File: config.mk
export PLATFORM = sky130hd
export DESIGN_NAME = counter_share_arbiter
export DESIGN_NICKNAME = d
export VERILOG_FILES = /design/src/rtl/counter_share_arbiter_pkg.sv /design/src/rtl/counter_ld_sync.sv /design/src/rtl/counter_share_arbiter.sv
export SDC_FILE = /design/constraint.sdc
export NUM_CORES = 1
export LEC_CHECK = 0
export BUFFER_PORTS_ARGS = -buffer_cell sky130_fd_sc_hd__buf_2
export CAP_MARGIN = 0
export CORE_AREA = 5 5 63 65
export CTS_BUF_LIST = sky130_fd_sc_hd__clkbuf_4
export CTS_CLUSTER_DIAMETER = 30
export CTS_CLUSTER_SIZE = 14
export DETAILED_ROUTE_END_ITERATION = 10
export DIE_AREA = 0 0 68 70
export PLACE_DENSITY = 0.75
export SKIP_CTS_REPAIR_TIMING = 1
export SYNTH_ARGS = -nofsm -noshare
export SYNTH_HDL_FRONTEND = slang
export SYNTH_HIERARCHICAL = 1
export SYNTH_SLANG_ARGS = --single-unit
File: constraint.sdc
create_clock -name clk -period 5.25 [get_ports clk]
set_clock_uncertainty 0.1 [all_clocks]
set_input_delay 0.525 -clock clk [delete_from_list [all_inputs] [get_ports clk]]
set_output_delay 0.525 -clock clk [all_outputs]
set_load 0.01 [all_outputs]
File: src/rtl/counter_share_arbiter_pkg.sv
//------------------------------------------------------------------------------
// Module   : counter_share_arbiter_pkg
// Purpose  : Shared definitions for the counter-sharing arbiter: FSM state
//            encodings, default width constants and a small index helper.
// Revision : 1.0  initial release
//------------------------------------------------------------------------------
`default_nettype none

package counter_share_arbiter_pkg;

  localparam int DEF_NUM_REQ = 4;
  localparam int DEF_CNT_W   = 3;
  localparam int DEF_LEN_W   = 3;

  typedef enum logic [1:0] {
    ST_IDLE = 2'd0,
    ST_LOAD = 2'd1,
    ST_RUN  = 2'd2,
    ST_DONE = 2'd3
  } state_t;

  // (a + b) mod n, used to walk the round-robin search order.
  function automatic int wrap_add(input int a, input int b, input int n);
    return (a + b) % n;
  endfunction

endpackage

`default_nettype wire

File: src/rtl/counter_ld_sync.sv
//------------------------------------------------------------------------------
// Module   : counter_ld_sync
// Purpose  : CNT_W-bit loadable up-counter with synchronous active-low reset.
//            Load has priority over enable; counting wraps modulo 2**CNT_W.
// Ports    : clk          rising-edge clock
//            reset_al_in  synchronous active-low reset (count -> 0)
//            load_in      load d_in on the next edge
//            en_in        increment on the next edge
//            d_in         load value
//            count_out    current count (registered)
// Revision : 1.0  initial release
//------------------------------------------------------------------------------
`default_nettype none

module counter_ld_sync #(
  parameter int CNT_W = 3
) (
  input  logic             clk,
  input  logic             reset_al_in,
  input  logic             load_in,
  input  logic             en_in,
  input  logic [CNT_W-1:0] d_in,
  output logic [CNT_W-1:0] count_out
);

  logic [CNT_W-1:0] r_count;

  always_ff @(posedge clk) begin
    if (!reset_al_in) begin
      r_count <= '0;
    end else if (load_in) begin
      r_count <= d_in;
    end else if (en_in) begin
      r_count <= r_count + CNT_W'(1);
    end
  end

  assign count_out = r_count;

endmodule

`default_nettype wire

File: src/rtl/counter_share_arbiter.sv
//------------------------------------------------------------------------------
// Module   : counter_share_arbiter
// Purpose  : Shares one loadable up-counter between NUM_REQ requesters.
//            A round-robin pick selects a requester in IDLE, its start/len are
//            latched, the counter is loaded (LOAD), counts len+1 values (RUN)
//            and the owner receives a one-cycle done pulse (DONE).
// Ports    : clk              rising-edge clock
//            reset_al_in      synchronous active-low reset
//            req_in           level request per requester
//            start_flat_in    start values, requester i at [i*CNT_W +: CNT_W]
//            len_flat_in      lengths, requester i at [i*LEN_W +: LEN_W]
//            grant_out        one-hot grant, held for the whole session
//            busy_out         high in LOAD, RUN and DONE
//            count_out        shared counter value (held outside RUN)
//            count_valid_out  count_out is a session count (RUN only)
//            done_out         one-cycle pulse to the owner at session end
// Config   : COUNTER_SHARE_ABORT_EN - when defined, the owner dropping its
//            request during LOAD or RUN ends the session without done.
// Revision : 1.0  initial release
//------------------------------------------------------------------------------
`default_nettype none

module counter_share_arbiter
  import counter_share_arbiter_pkg::*;
#(
  parameter int NUM_REQ = DEF_NUM_REQ,
  parameter int CNT_W   = DEF_CNT_W,
  parameter int LEN_W   = DEF_LEN_W
) (
  input  logic                     clk,
  input  logic                     reset_al_in,
  input  logic [NUM_REQ-1:0]       req_in,
  input  logic [NUM_REQ*CNT_W-1:0] start_flat_in,
  input  logic [NUM_REQ*LEN_W-1:0] len_flat_in,
  output logic [NUM_REQ-1:0]       grant_out,
  output logic                     busy_out,
  output logic [CNT_W-1:0]         count_out,
  output logic                     count_valid_out,
  output logic [NUM_REQ-1:0]       done_out
);

  localparam int PTR_W = (NUM_REQ > 1) ? $clog2(NUM_REQ) : 1;

  state_t             r_state;
  logic [PTR_W-1:0]   r_rr_ptr;
  logic [PTR_W-1:0]   r_owner;
  logic [NUM_REQ-1:0] r_grant;
  logic [NUM_REQ-1:0] r_done;
  logic               r_busy;
  logic               r_valid;
  logic [CNT_W-1:0]   r_start;
  logic [LEN_W-1:0]   r_len;
  logic [LEN_W-1:0]   r_rem;

  logic [CNT_W-1:0]   w_start_arr [NUM_REQ];
  logic [LEN_W-1:0]   w_len_arr   [NUM_REQ];
  logic               w_found;
  logic [PTR_W-1:0]   w_pick;
  logic [PTR_W-1:0]   w_idx;
  logic [PTR_W-1:0]   w_next_ptr;
  logic               w_abort;
  logic               w_load;
  logic               w_en;

  genvar gi;
  generate
    for (gi = 0; gi < NUM_REQ; gi++) begin : g_unpack
      assign w_start_arr[gi] = start_flat_in[gi*CNT_W +: CNT_W];
      assign w_len_arr[gi]   = len_flat_in[gi*LEN_W +: LEN_W];
    end
  endgenerate

  // Round-robin pick: first set request searching rr_ptr, rr_ptr+1, ...
  always_comb begin
    w_found = 1'b0;
    w_pick  = '0;
    w_idx   = '0;
    for (int k = 0; k < NUM_REQ; k++) begin
      w_idx = PTR_W'(wrap_add(int'(r_rr_ptr), k, NUM_REQ));
      if (!w_found && req_in[w_idx]) begin
        w_found = 1'b1;
        w_pick  = w_idx;
      end
    end
  end

  assign w_next_ptr = (r_owner == PTR_W'(NUM_REQ - 1)) ? '0 : r_owner + PTR_W'(1);

`ifdef COUNTER_SHARE_ABORT_EN
  logic w_owner_req;
  // r_grant is one-hot on the owner, so this isolates the owner's request.
  assign w_owner_req = |(req_in & r_grant);
  assign w_abort     = ((r_state == ST_LOAD) || (r_state == ST_RUN)) && !w_owner_req;
`else
  assign w_abort     = 1'b0;
`endif

  // The counter does not advance on the final RUN edge, so it holds start+len
  // after the session instead of running one past it.
  assign w_load = (r_state == ST_LOAD) && !w_abort;
  assign w_en   = (r_state == ST_RUN) && (r_rem != '0) && !w_abort;

  always_ff @(posedge clk) begin
    if (!reset_al_in) begin
      r_state  <= ST_IDLE;
      r_rr_ptr <= '0;
      r_owner  <= '0;
      r_grant  <= '0;
      r_done   <= '0;
      r_busy   <= 1'b0;
      r_valid  <= 1'b0;
      r_start  <= '0;
      r_len    <= '0;
      r_rem    <= '0;
    end else begin
      r_done <= '0;
      case (r_state)
        ST_IDLE: begin
          if (w_found) begin
            r_state <= ST_LOAD;
            r_owner <= w_pick;
            r_grant <= NUM_REQ'(1) << w_pick;
            r_start <= w_start_arr[w_pick];
            r_len   <= w_len_arr[w_pick];
            r_busy  <= 1'b1;
          end
        end
        ST_LOAD: begin
          if (w_abort) begin
            r_state  <= ST_IDLE;
            r_grant  <= '0;
            r_busy   <= 1'b0;
            r_valid  <= 1'b0;
            r_rr_ptr <= w_next_ptr;
          end else begin
            r_rem   <= r_len;
            r_valid <= 1'b1;
            r_state <= ST_RUN;
          end
        end
        ST_RUN: begin
          if (w_abort) begin
            r_state  <= ST_IDLE;
            r_grant  <= '0;
            r_busy   <= 1'b0;
            r_valid  <= 1'b0;
            r_rr_ptr <= w_next_ptr;
          end else if (r_rem == '0) begin
            r_state <= ST_DONE;
            r_valid <= 1'b0;
            r_done  <= r_grant;
          end else begin
            r_rem <= r_rem - LEN_W'(1);
          end
        end
        ST_DONE: begin
          r_state  <= ST_IDLE;
          r_grant  <= '0;
          r_busy   <= 1'b0;
          r_rr_ptr <= w_next_ptr;
        end
        default: begin
          r_state <= ST_IDLE;
        end
      endcase
    end
  end

  counter_ld_sync #(
    .CNT_W (CNT_W)
  ) u_counter (
    .clk         (clk),
    .reset_al_in (reset_al_in),
    .load_in     (w_load),
    .en_in       (w_en),
    .d_in        (r_start),
    .count_out   (count_out)
  );

  assign grant_out       = r_grant;
  assign done_out        = r_done;
  assign busy_out        = r_busy;
  assign count_valid_out = r_valid;

endmodule

`default_nettype wire

==> metrics.yaml <==
outcome:
  status: "complete, no violations"
sta:
  drv_slew: 0
  finalSetupViolations: 0
  period_needed_ps: 1962
  relSlewSlack_pct: 50.94
  tns_ps: 0
  hold_violations: 0
  fmax_ghz: 0.5097
  rsz0062_at_grt: "false"
  tightest_slew_ps: 736.0
  post-route-period-util_pct: 37.37
synth:
  synth_compound_area_share_pct: 16.25
  synthDistinctLibCells: 35
  synthAdderAreaFrac_pct: 7.779
  synth-simple-area-share_pct: 20.57
  netlist_instances: 161
  muxShareOfSynthArea_pct: 11.06
  yosys.area_share.xor_xnor_pct: 0.6050
  synth_top_area_share_pct: 38.72
  syn_area_per_cell_um2: 8.992
  ys_seq_elements: 28
  synth-seq-area-share_pct: 38.72
  syn_area_um2: 1448
  synth_top_family_by_area: "simple AND/OR/NAND/NOR gates"
  yosysWarnings: 6
  synthesis.nets: 200
  yosys.area.top_type: "dfxtp_1"
  synthTopCellsByArea: "dfxtp_1 39%, mux2i_1 11%, ha_1 7.8%"
cells_and_area:
  final_cell_mix: "42 x buf_2, 28 x dfxtp_1, 16 x mux2i_1"
  fin_util_pct: 53.22
  final_common_cell: "buf_2"
  area_delta_synth_final_pct: 20.74
  multi_input_area_um2: 814.5
  nNetsFinal: 243
  fillers: 320
  drive_gt1_share_pct: 25.12
  diodes: 0
  final_area_um2: 1748
  stdcell_count: 249
  ff_latch_area_um2: 560.5
floorplan:
  die_x_um: 68
  core_um2: 3284
  fp.dieH_um: 70
  ioPinCount: 43
  row_count: 21
  start_util_pct: 44.08
  die_area_um2: 4760
placement:
  globalplace.congestion: 0.7767
  placed_area_um2: 1695
  dp.cells: 245
  numPortBuffers: 42
  hpwl_mm: 2.292
routing:
  vias_per_cell: 5.016
  drc: 0
  antenna_left: 0
  wl_mm: 2.979
  first_pass_iters: 5
  routedWlPerCell_um: 11.96
  vias: 1249
  drt_iter0_drc: 55
global_route:
  grtUsageTotal_pct: 13.01
  grt_pass1_vias: 1142
  antenna_found_initial: 0
  use_met3_pct: 0.9615
  grt.busiest_layer: "met2"
  gr-total-overflow: 0
  met1_usage_pct: 17.75
  grt_max_degree: 18
  use_met2_pct: 20.45
  grt_pass1_wl_mm: 4.968
power_and_ir_drop:
  switching_share_pct: 37.24
  p_comb_share_pct: 42.0
  p_int_uw: 489.8
  clockPowerShare_pct: 18.6
  p_seq_share_pct: 39.4
  power-per-cell-area_nw_per_um2: 446.5
  power_leakage_uw: 0.0008365
  p_total_uw: 780.4
  peakVddDrop_uv: 165.5
  power.switching_uw: 290.6
clocking:
  ctsHtreeMaxLevel: 1
  cts_inserted_buffers: 3
  cts.sinks: 28
  root_buffer: "clkbuf_4"
  cts.clk_slew.worst_paths_ps: 160
  worstSkewPairLatency_ps: 340
  tritoncts: "yes"
  clock_path_buffers: 2
setup_path:
  critical_path_class: "flop to flop"
  crit_start: "r_rr_ptr[0]$_SDFFE_PN0N_"
  crit_fanout: 17
  reg2reg_from: "r_rr_ptr[0]$_SDFFE_PN0N_"
  crit_arrival_ps: 2150
  crit_path_end_kind: "flop"
  crit_required_ps: 5430
  worstSetupStartpointType: "flop"
hold_path:
  min_from: "grant_out[0]$_SDFFE_PN0P_"
  worstHoldPathType: "flop to flop"
flow_run:
  maxCapViolCount: 0
## per-layer routing
layer	routed length, µm	up-vias
met1	1396	560
met4	23	0
met5	0	-
met3	125	3
met2	1433	25
li1	-	661
## synth_stat cells (all sizes together)
master,n
dfxtp,28
mux2i,16
inv,14
nor2,14
a21oi,12
nand2,10
nand3,10
ha,9
o221ai,6
nand2b,5
and2,4
a211oi,3
nand4b,3
nor2b,3
a211o,2
a221oi,2
buf,2
clkbuf,2
nor3,2
or4,2
a2bb2oi,1
a31oi,1
a32oi,1
nor3b,1
nor4,1
o2111a,1
o211ai,1
o21ai,1
o22ai,1
or2,1
or3,1
xnor2,1
## power by group through the flow
stage / clock network (µW) / registers [µW] / logic, µW
floorplan: 0 / 317 / 235
global placement: 0 / 311 / 322
detailed placement: 0 / 313 / 326
CTS: 146 / 307 / 330
global route: 153 / 315 / 371
finish: 145 / 307 / 328
## cell families after synthesis
group | after synthesis
AO/OA/AOI/OAI | 32
buffers and inverters | 18
multiplexers | 16
AND/OR/NAND/NOR | 57
adder cells (fa/ha/maj) | 9
XOR/XNOR | 1
flip-flops | 28
## critical path, cell delays in order (launching register included)
cell	delay, ps
dfxtp_1	390
nand2b_1	130
a21oi_1	60
a211o_1	560
or4_1	510
a21oi_1	150
## sequential cells by signal, summed over array words and instances, names as in the netlist
register / cells
busy_out: 1
count_valid_out: 1
done_out: 4
grant_out: 4
r_len: 3
r_owner: 2
r_rem: 3
r_rr_ptr: 2
r_start: 3
r_state: 2
u_counter/count_out: 3
## area by class of cell
type	instances	share of cell area [%]
timing repair buffer	42	12.03
inverter	14	3.006
sequential	28	32.07
tap	46	3.293
clock buffer	3	1.288
clock inverter	1	1.718
multi-input combinational	115	46.60
## through the flow
stage | setup slack [ps] | hold WS [ps]
2_1_floorplan | 3401 | 347.9
3_3_place_gp | 3080 | 354.8
3_5_place_dp | 3051 | 354.3
4_1_cts | 3283 | 372.7
5_1_grt | 3133 | 402.0
6_report | 3288 | 368.8
## path summary, 6_finish.rpt
| check | to | slack, ps | cells past startpoint |
|---|---|---|---|
| setup / recovery | grant_out[1]$_SDFFE_PN0P_ | 3290 | 5 |
| hold / removal | grant_out[0]$_SDFFE_PN0P_ | 370 | 2 |
| setup reg to reg | grant_out[1]$_SDFFE_PN0P_ | 3290 | 5 |
| hold reg to reg | grant_out[0]$_SDFFE_PN0P_ | 370 | 2 |
Note: power is estimated with default switching activity, not from simulation.
